[src/rtl/vec_exec_wb.sv]
// Purpose : 4-lane vector execute / memory / write-back back end with loop-counter ALU and vector store.
// Latency : op at ID/EX in cycle N -> memWE in N+1 -> regWriteWB/res* in N+2; one op per cycle.
// Backpr. : stall freezes EX/MEM and MEM/WB and masks every write strobe; upstream holds its op.
//
// Ports:
//   clk, rst (async, active high), stall
//   RD01E..RD31E / RD02E..RD32E : lane 0..3 operands A / B
//   dataOp1 (counter limit), dataOp2 (current counter), RdE, regWriteE, memWriteE, updateCnt, aluControlE
//   regWriteWB, RdestW, res0..res3      : lane register-file write back
//   updateCount, resCount, zeroFlag     : counter register file / hazard unit
//   memWE, memAddr, memWData            : vector store (lane 3 in MSBs)
// Build option: define VEC_ROTATE_EN to enable the rotl/rotr opcodes (101/110). When undefined those
// opcodes yield 0 and never write the register file; the rotate datapath is not built.
module vec_exec_wb #(
    parameter int DATA_W = 16,
    parameter int MEM_AW = 8
) (
    input  logic                  clk,
    input  logic                  rst,
    input  logic                  stall,
    input  logic [DATA_W-1:0]     RD01E,
    input  logic [DATA_W-1:0]     RD11E,
    input  logic [DATA_W-1:0]     RD21E,
    input  logic [DATA_W-1:0]     RD31E,
    input  logic [DATA_W-1:0]     RD02E,
    input  logic [DATA_W-1:0]     RD12E,
    input  logic [DATA_W-1:0]     RD22E,
    input  logic [DATA_W-1:0]     RD32E,
    input  logic [DATA_W-1:0]     dataOp1,
    input  logic [DATA_W-1:0]     dataOp2,
    input  logic [3:0]            RdE,
    input  logic                  regWriteE,
    input  logic                  memWriteE,
    input  logic                  updateCnt,
    input  logic [2:0]            aluControlE,
    output logic                  regWriteWB,
    output logic [3:0]            RdestW,
    output logic [DATA_W-1:0]     res0,
    output logic [DATA_W-1:0]     res1,
    output logic [DATA_W-1:0]     res2,
    output logic [DATA_W-1:0]     res3,
    output logic                  updateCount,
    output logic [DATA_W-1:0]     resCount,
    output logic                  zeroFlag,
    output logic                  memWE,
    output logic [MEM_AW-1:0]     memAddr,
    output logic [4*DATA_W-1:0]   memWData
);

    localparam int LANES = 4;

    // Fields that travel all the way to write-back.
    typedef struct packed {
        logic [LANES-1:0][DATA_W-1:0] res;
        logic [3:0]                   rd;
        logic                         reg_write;
        logic                         upd;
        logic [DATA_W-1:0]            cnt;
    } wb_t;

    // EX/MEM additionally carries the store request.
    typedef struct packed {
        wb_t                     wb;
        logic                    mem_write;
        logic [MEM_AW-1:0]       addr;
        logic [LANES*DATA_W-1:0] wdata;
    } exmem_t;

    function automatic logic [DATA_W-1:0] lane_alu(
        input logic [2:0]        op,
        input logic [DATA_W-1:0] a,
        input logic [DATA_W-1:0] b
    );
`ifdef VEC_ROTATE_EN
        logic [2*DATA_W-1:0] dbl;
        dbl = '0;
`endif
        lane_alu = '0;
        case (op)
            3'b000: lane_alu = a + b;
            3'b001: lane_alu = a - b;
            3'b010: lane_alu = a ^ b;
            3'b011: lane_alu = a & b;
            3'b100: lane_alu = a | b;
`ifdef VEC_ROTATE_EN
            // Rotate by shifting a doubled copy; the wanted half holds the wrapped bits.
            3'b101: begin
                dbl      = {a, a} << b[3:0];
                lane_alu = dbl[2*DATA_W-1:DATA_W];
            end
            3'b110: begin
                dbl      = {a, a} >> b[3:0];
                lane_alu = dbl[DATA_W-1:0];
            end
`endif
            3'b111: lane_alu = b;
            default: lane_alu = '0;
        endcase
    endfunction

    logic [LANES-1:0][DATA_W-1:0] op_a;
    logic [LANES-1:0][DATA_W-1:0] op_b;
    logic [LANES-1:0][DATA_W-1:0] alu_res;
    logic [DATA_W-1:0]            cnt_next;
    logic                         reg_write_ok;
    exmem_t                       exmem_d;
    exmem_t                       exmem_q;
    wb_t                          memwb_q;
    logic                         zero_q;

    assign op_a     = {RD31E, RD21E, RD11E, RD01E};
    assign op_b     = {RD32E, RD22E, RD12E, RD02E};
    assign cnt_next = dataOp2 - DATA_W'(1);

`ifdef VEC_ROTATE_EN
    assign reg_write_ok = regWriteE;
`else
    // Unsupported rotate opcodes must never corrupt the register file.
    assign reg_write_ok = regWriteE & ~((aluControlE == 3'b101) || (aluControlE == 3'b110));
`endif

    always_comb begin
        alu_res = '0;
        for (int i = 0; i < LANES; i++) begin
            alu_res[i] = lane_alu(aluControlE, op_a[i], op_b[i]);
        end
    end

    always_comb begin
        exmem_d              = '0;
        exmem_d.wb.res       = alu_res;
        exmem_d.wb.rd        = RdE;
        exmem_d.wb.reg_write = reg_write_ok;
        exmem_d.wb.upd       = updateCnt;
        exmem_d.wb.cnt       = cnt_next;
        exmem_d.mem_write    = memWriteE;
        exmem_d.addr         = RD01E[MEM_AW-1:0];
        exmem_d.wdata        = op_b;
    end

    // Both pipeline registers and the zero flag advance only on non-stalled edges.
    always_ff @(posedge clk or posedge rst) begin
        if (rst) begin
            exmem_q <= '0;
            memwb_q <= '0;
            zero_q  <= 1'b0;
        end else if (!stall) begin
            exmem_q <= exmem_d;
            memwb_q <= exmem_q.wb;
            if (updateCnt) begin
                zero_q <= (cnt_next == '0) || (cnt_next == dataOp1);
            end
        end
    end

    // Strobes are masked while stalled so a held op fires exactly once, after release.
    assign memWE       = exmem_q.mem_write & ~stall;
    assign memAddr     = exmem_q.addr;
    assign memWData    = exmem_q.wdata;

    assign regWriteWB  = memwb_q.reg_write & ~stall;
    assign RdestW      = memwb_q.rd;
    assign res0        = memwb_q.res[0];
    assign res1        = memwb_q.res[1];
    assign res2        = memwb_q.res[2];
    assign res3        = memwb_q.res[3];
    assign updateCount = memwb_q.upd & ~stall;
    assign resCount    = memwb_q.cnt;
    assign zeroFlag    = zero_q;

endmodule
[config.mk]
export PLATFORM = sky130hd
export DESIGN_NAME = vec_exec_wb
export DESIGN_NICKNAME = d
export VERILOG_FILES = /design/src/rtl/vec_exec_wb.sv
export SDC_FILE = /design/constraint.sdc
export NUM_CORES = 1
export LEC_CHECK = 0
export CORE_MARGIN = 8
export CORE_UTILIZATION = 30
export CTS_CLUSTER_DIAMETER = 50
export DETAILED_ROUTE_END_ITERATION = 10
export GPL_TIMING_DRIVEN = 0
export PLACE_DENSITY = 0.51
export SLEW_MARGIN = 20
export SYNTH_ARGS = -nofsm -noshare
export SYNTH_HDL_FRONTEND = slang
export SYNTH_SLANG_ARGS = --single-unit
[constraint.sdc]
create_clock -name clk -period 11.35 [get_ports clk]
set_clock_uncertainty 0.1 [all_clocks]
set_input_delay 3.405 -clock clk [delete_from_list [all_inputs] [get_ports clk]]
set_output_delay 3.405 -clock clk [all_outputs]
set_load 0.01 [all_outputs]
==> results.cfg, run 1 <==
[floorplanning]
die_height_um = 263
core_um2 = 60200
pin_count = 333
row_count = 90
die_x_um = 263
initial_core_util_pct = 30.3
die_area_um2 = 69000

[pwr]
powerDensity_nw_per_um2 = 141
vdd_drop_max_v = 0.0000966
power_uw = 3400
p_leak_uw = 0.0110

[clock_tree]
clk_pin_slew_ps = 50
cts_tree = done
cts-root-buf = clkbuf_16
cts_resized = 0
insertion_delay_ps = 570
cts_sinks = 246
cts_inserted_buffers = 42
cts_setup_buffers = 0
hold_buffers = 0
cts_buffer_depth = 3
cts_max_level = 2

[drt]
via_count = 16300
antenna_left = 0
dr.pass1.iters = 5
drtIter0Drc = 1057
wl_per_cell_um = 23.8
via_per_inst = 5.07
wirelength_mm = 76.9
drc_errors = 0

[final_layout]
utilization_pct = 40.0
mostFrequentLayoutCells = clkdlybuf4s50_1, dfrtp_1, nand2_1, ha_1, o21ai_0
final_nets = 2769
layout-drive-gt1-share_pct = 14.5
final_common_cell = clkdlybuf4s50_1
synthToLayoutAreaGrowth_pct = 32.2
fin_area_um2 = 24100

[worst_setup_path]
worstPathArrival_ps = 7190
start_kind = input port
rrSetupSlack_ps = 10300
startpoint = stall
endpoint_kind = output port
r2r-start = exmem_q[139]
crit_type = in2out
timing.rr.end = exmem_q[139]
reg2reg_depth = 2
cp-endpoint = regWriteWB
crit_required_ps = 7850
cp_max_fo = 10

[yosys]
synth-edff-count = 0
synthesis.area_um2 = 18200
syn_inst = 2020
synth.avg_cell_area_um2 = 9.03
synth_ff_type = dfrtp_1
ys_warn_count = 0
synth.distinct_cells = 67
ys_seq_area_share_pct = 33.7
synth-seq-cells = 246
syn_nets = 2391
async_reset_ff_share_pct = 100

[global_routing]
grt_pass1_vias = 17100
antenna_found_initial = 23
grt_usage_pct = 21.8
overflow = 0
grt_max_degree = 97
grt_pass1_wl_mm = 114

[timing]
relSlewSlack_pct = 18.3
setup_viol = 0
finalHoldViolations = 0
rsz0062_at_grt = false
post-route-period-util_pct = 94.2
tightest_slew_ps = 1230
finalMaxSlewViolations = 0
min_period_ps = 10690
clock.fmax_ghz = 0.0935

[status]
run_status = finished clean

[placement]
io_buffers = 329
hpwl_mm = 58.6
gp_congestion = 0.895
placed_area_um2 = 22600

[run]
drv_cap = 0

[worst_hold_path]
min_path_type = reg2reg
per-stage QoR:
step / setup TNS [ps] / cells / worst slack [ps] / hold WS [ps]
global placement: -692780 / 3131 / -2860 / 365
floorplan: 0 / 2020 / 1090 / 345
global route: 0 / 3220 / 591 / 395
detailed placement: 0 / 3136 / 618 / 375
finish: 0 / 3226 / 656 / 384
CTS: 0 / 3210 / 613 / 382
cell type report:
type                            instances  area [um^2]
Timing Repair Buffer                  334         3390
Clock inverter                         26          340
Tap cell                              782          978
Multi-Input combinational cell       1377        10000
Buffer                                245         1520
Antenna cell                           16         40.0
Clock buffer                           48         1100
Inverter                              152          578
Fill cell                            6035        36100
Sequential cell                       246         6160
cell usage after synthesis, types with 3 or more instances:
cell type  instances  area, um^2
a2111oi_0          3        26.3
a211oi_1          13        97.6
a21o_1            14         105
a21oi_1          125         626
a221o_1            4        40.0
a221oi_1          17         149
a22o_1             3        26.3
a22oi_1           22         165
a31oi_1           18         113
a41oi_1            3        26.3
and2_1             3        18.8
and3_1             7        43.8
buf_1             10        37.5
buf_2              4        20.0
buf_4            156        1170
clkbuf_1          74         278
dfrtp_1          246        6160
fa_1               4        80.1
ha_1             194        2430
inv_1            152         571
mux2_2            99        1110
mux2i_1           34         340
nand2_1          194         728
nand2b_1          13        81.3
nand3_1           10        50.1
nand3b_1           3        22.5
nand4_1            8        50.1
nor2_1            99         372
nor2b_1           17         106
nor3_1            22         110
nor3b_1            5        37.5
nor4_1             7        43.8
o211ai_1           4        30.0
o21a_1            11        82.6
o21ai_0          188         941
o21bai_1           4        30.0
o221ai_1          16         140
o22ai_1           33         206
o31ai_1            7        52.6
or2_2              4        25.0
or3_1              5        31.3
or4_1              3        22.5
xnor2_1           98         858
xor2_1            38         333
cell families (layout without fill, tap and decap cells):
logic type | count (synthesis) | after routing | synth area share (%)
DFF | 246 | 246 | 33.7
and+or+nand+nor | 408 | 408 | 10.0
xor gates and xnor gates | 136 | 136 | 6.53
other | 0 | 16 | 0
buffers and inverters | 397 | 805 | 11.4
adders and majority gates | 198 | 198 | 13.7
muxes | 133 | 133 | 7.98
AOI/OAI and AO/OA | 502 | 502 | 16.5
worst max-delay path: stages:
cell	delay [ps]
clkdlybuf4s50_1	810
clkbuf_1	630
clkbuf_1	870
clkbuf_1	780
nor2b_1	120
clkdlybuf4s50_1	520
metal layers:
metal / vias to the layer above / part of all wire (%) / global-route usage [%]
li1: 7622 / - / -
met1: 7979 / 43 / 27.1
met2: 570 / 47 / 35.9
met3: 158 / 6.9 / 5.29
met4: 16 / 3.7 / 9.18
met5: - / 0.13 / 0
registers in the layout (all words and copies together), names as in the netlist:
signal	count
res0	16
zeroFlag	1
exmem_q	87
res3	16
resCount	16
res1	16
memAddr	8
res2	16
memwb_q	2
memWData	64
RdestW	4
where the power goes:
part,switching [uW],internal (uW)
clock network,501,826
logic,488,510
registers,76.7,998
worst min path at each step:
| stage | start | slack, ps | depth (start not counted) | end |
|---|---|---|---|---|
| after floorplan | exmem_q[118] | 350 | 2 | exmem_q[118] |
| after global placement | exmem_q[118] | 370 | 2 | exmem_q[118] |
| after detailed placement | exmem_q[144] | 380 | 2 | exmem_q[144] |
| after CTS | exmem_q[94] | 380 | 1 | RdestW[3] |
| after global routing | memWData[24] | 400 | 2 | memWData[24] |
| final | memWData[6] | 380 | 2 | memWData[6] |
No activity file was read; power rests on OpenSTA's default activity.
==> inputs of run 2 (changes only) <==
- CORE_MARGIN: 8 -> 2
- MAX_ROUTING_LAYER: unset -> met4
==> results.cfg, run 2 (synthesized netlist as in run 1, its figures left out) <==
[status]
run_status = finished clean

[final_layout]
largest_reg_flops = 87
final_cells = 3222
final_common_cell = clkdlybuf4s50_1
synthToLayoutAreaGrowth_pct = 32.2
mostFrequentLayoutCells = clkdlybuf4s50_1, dfrtp_1, nand2_1, ha_1, o21ai_0
final_nets = 2769
fin_area_um2 = 24100
regMostFlops = exmem_q
layout-drive-gt1-share_pct = 14.6
fillers = 5988

[placement]
hpwl_mm = 56.8
placed_area_um2 = 22600
dp.cells = 3136
gp_congestion = 0.900
io_buffers = 329

[floorplanning]
row_count = 90
initial_core_util_pct = 30.3
die_area_um2 = 62800
die_height_um = 251
die_x_um = 251
pin_count = 333
core_um2 = 60200

[global_routing]
grt_usage_pct = 24.2
overflow = 0
grt_pass1_wl_mm = 109
antenna_found_initial = 9
grt_max_degree = 96
grt_pass1_vias = 16400

[timing]
finalMaxSlewViolations = 0
tightest_slew_ps = 1220
relSlewSlack_pct = 18.6
rsz0062_at_grt = false
setup_viol = 0
min_period_ps = 10750
post-route-period-util_pct = 94.7
clock.fmax_ghz = 0.0930
finalHoldViolations = 0

[clock_tree]
cts_resized = 0
hold_buffers = 0
cts_max_level = 2
cts_inserted_buffers = 42
cts-root-buf = clkbuf_16
cts_tree = done
clk_pin_slew_ps = 50
cts_buffer_depth = 3
insertion_delay_ps = 590
cts_sinks = 246
cts_setup_buffers = 0

[worst_hold_path]
min_path_type = reg2reg
min_from = memWData[22]
hold_path_depth = 2

[worst_setup_path]
endpoint_kind = output port
crit_type = in2out
worstPathArrival_ps = 7240
reg2reg_depth = 2
r2r-start = exmem_q[139]
cp_max_fo = 10
startpoint = stall
crit_required_ps = 7850
start_kind = input port

[drt]
drtIter0Drc = 1162
dr.pass1.iters = 5
antenna_left = 0
wirelength_mm = 74.9
drc_errors = 0
via_count = 16300
wl_per_cell_um = 23.3
via_per_inst = 5.06

[run]
drv_cap = 0

[pwr]
powerDensity_nw_per_um2 = 142
vdd_drop_max_v = 0.0000742
p_leak_uw = 0.0110
## run 2: cell count changes in the layout (fill, tap and decap cells not counted), sizes merged
cell	change
bufinv	-1
clkbuf	+3
clkinv	-5
clkinvlp	+1
diode	-7
inv	+5
## run 2: layout make-up
cell class                      count  area (um^2)  area share [%]
Timing Repair Buffer              334         3390            14.0
Clock inverter                     26          315            1.31
Antenna cell                        9         22.5          0.0934
Clock buffer                       51         1160            4.79
Inverter                          152          578            2.40
Multi-Input combinational cell   1377        10000            41.5
Buffer                            245         1520            6.30
Sequential cell                   246         6160            25.5
Tap cell                          782          978            4.06
## run 2: final timing paths
kind                                end  slack (ps)
hold / removal             memWData[22]         380
setup reg to reg           exmem_q[139]       10310
setup / recovery             regWriteWB         600
hold reg to reg            memWData[22]         380
min in group asynchronous       res1[9]        3170
max in group asynchronous  memWData[51]        7050
## run 2: where the power goes
| part | switching (uW) | internal, uW | total (uW) |
|---|---|---|---|
| Sequential | 79.1 | 998 | 1080 |
| Combinational | 486 | 510 | 997 |
| Clock | 516 | 834 | 1350 |
| Total | 1080 | 2340 | 3420 |
## run 2: metal layers
layer  wire (um)  global-route usage [%]  up-vias
met5           0                       -        -
met4        1620                    6.07        0
met3        4320                    4.00       97
met2       35800                    39.9      493
met1       33200                    30.9     8089
li1            -                       -     7632
## run 2: worst max-delay path: stages
cell	delay, ps
clkdlybuf4s50_1	790
clkbuf_1	680
clkbuf_1	860
clkbuf_1	850
nor2b_1	100
clkdlybuf4s50_1	520
## run 2: per-stage QoR
| step | setup WS (ps) | utilization, % | hold WS [ps] | total power (uW) | setup TNS, ps |
|---|---|---|---|---|---|
| 2_1_floorplan | 1090 | - | 345 | 1640 | 0 |
| 3_3_place_gp | -2850 | 37.4 | 364 | 2070 | -689250 |
| 3_5_place_dp | 659 | 37.6 | 374 | 2090 | 0 |
| 4_1_cts | 654 | 40.0 | 388 | 3460 | 0 |
| 5_1_grt | 565 | 40.0 | 400 | 3590 | 0 |
| 6_report | 602 | 40.0 | 380 | 3420 | 0 |
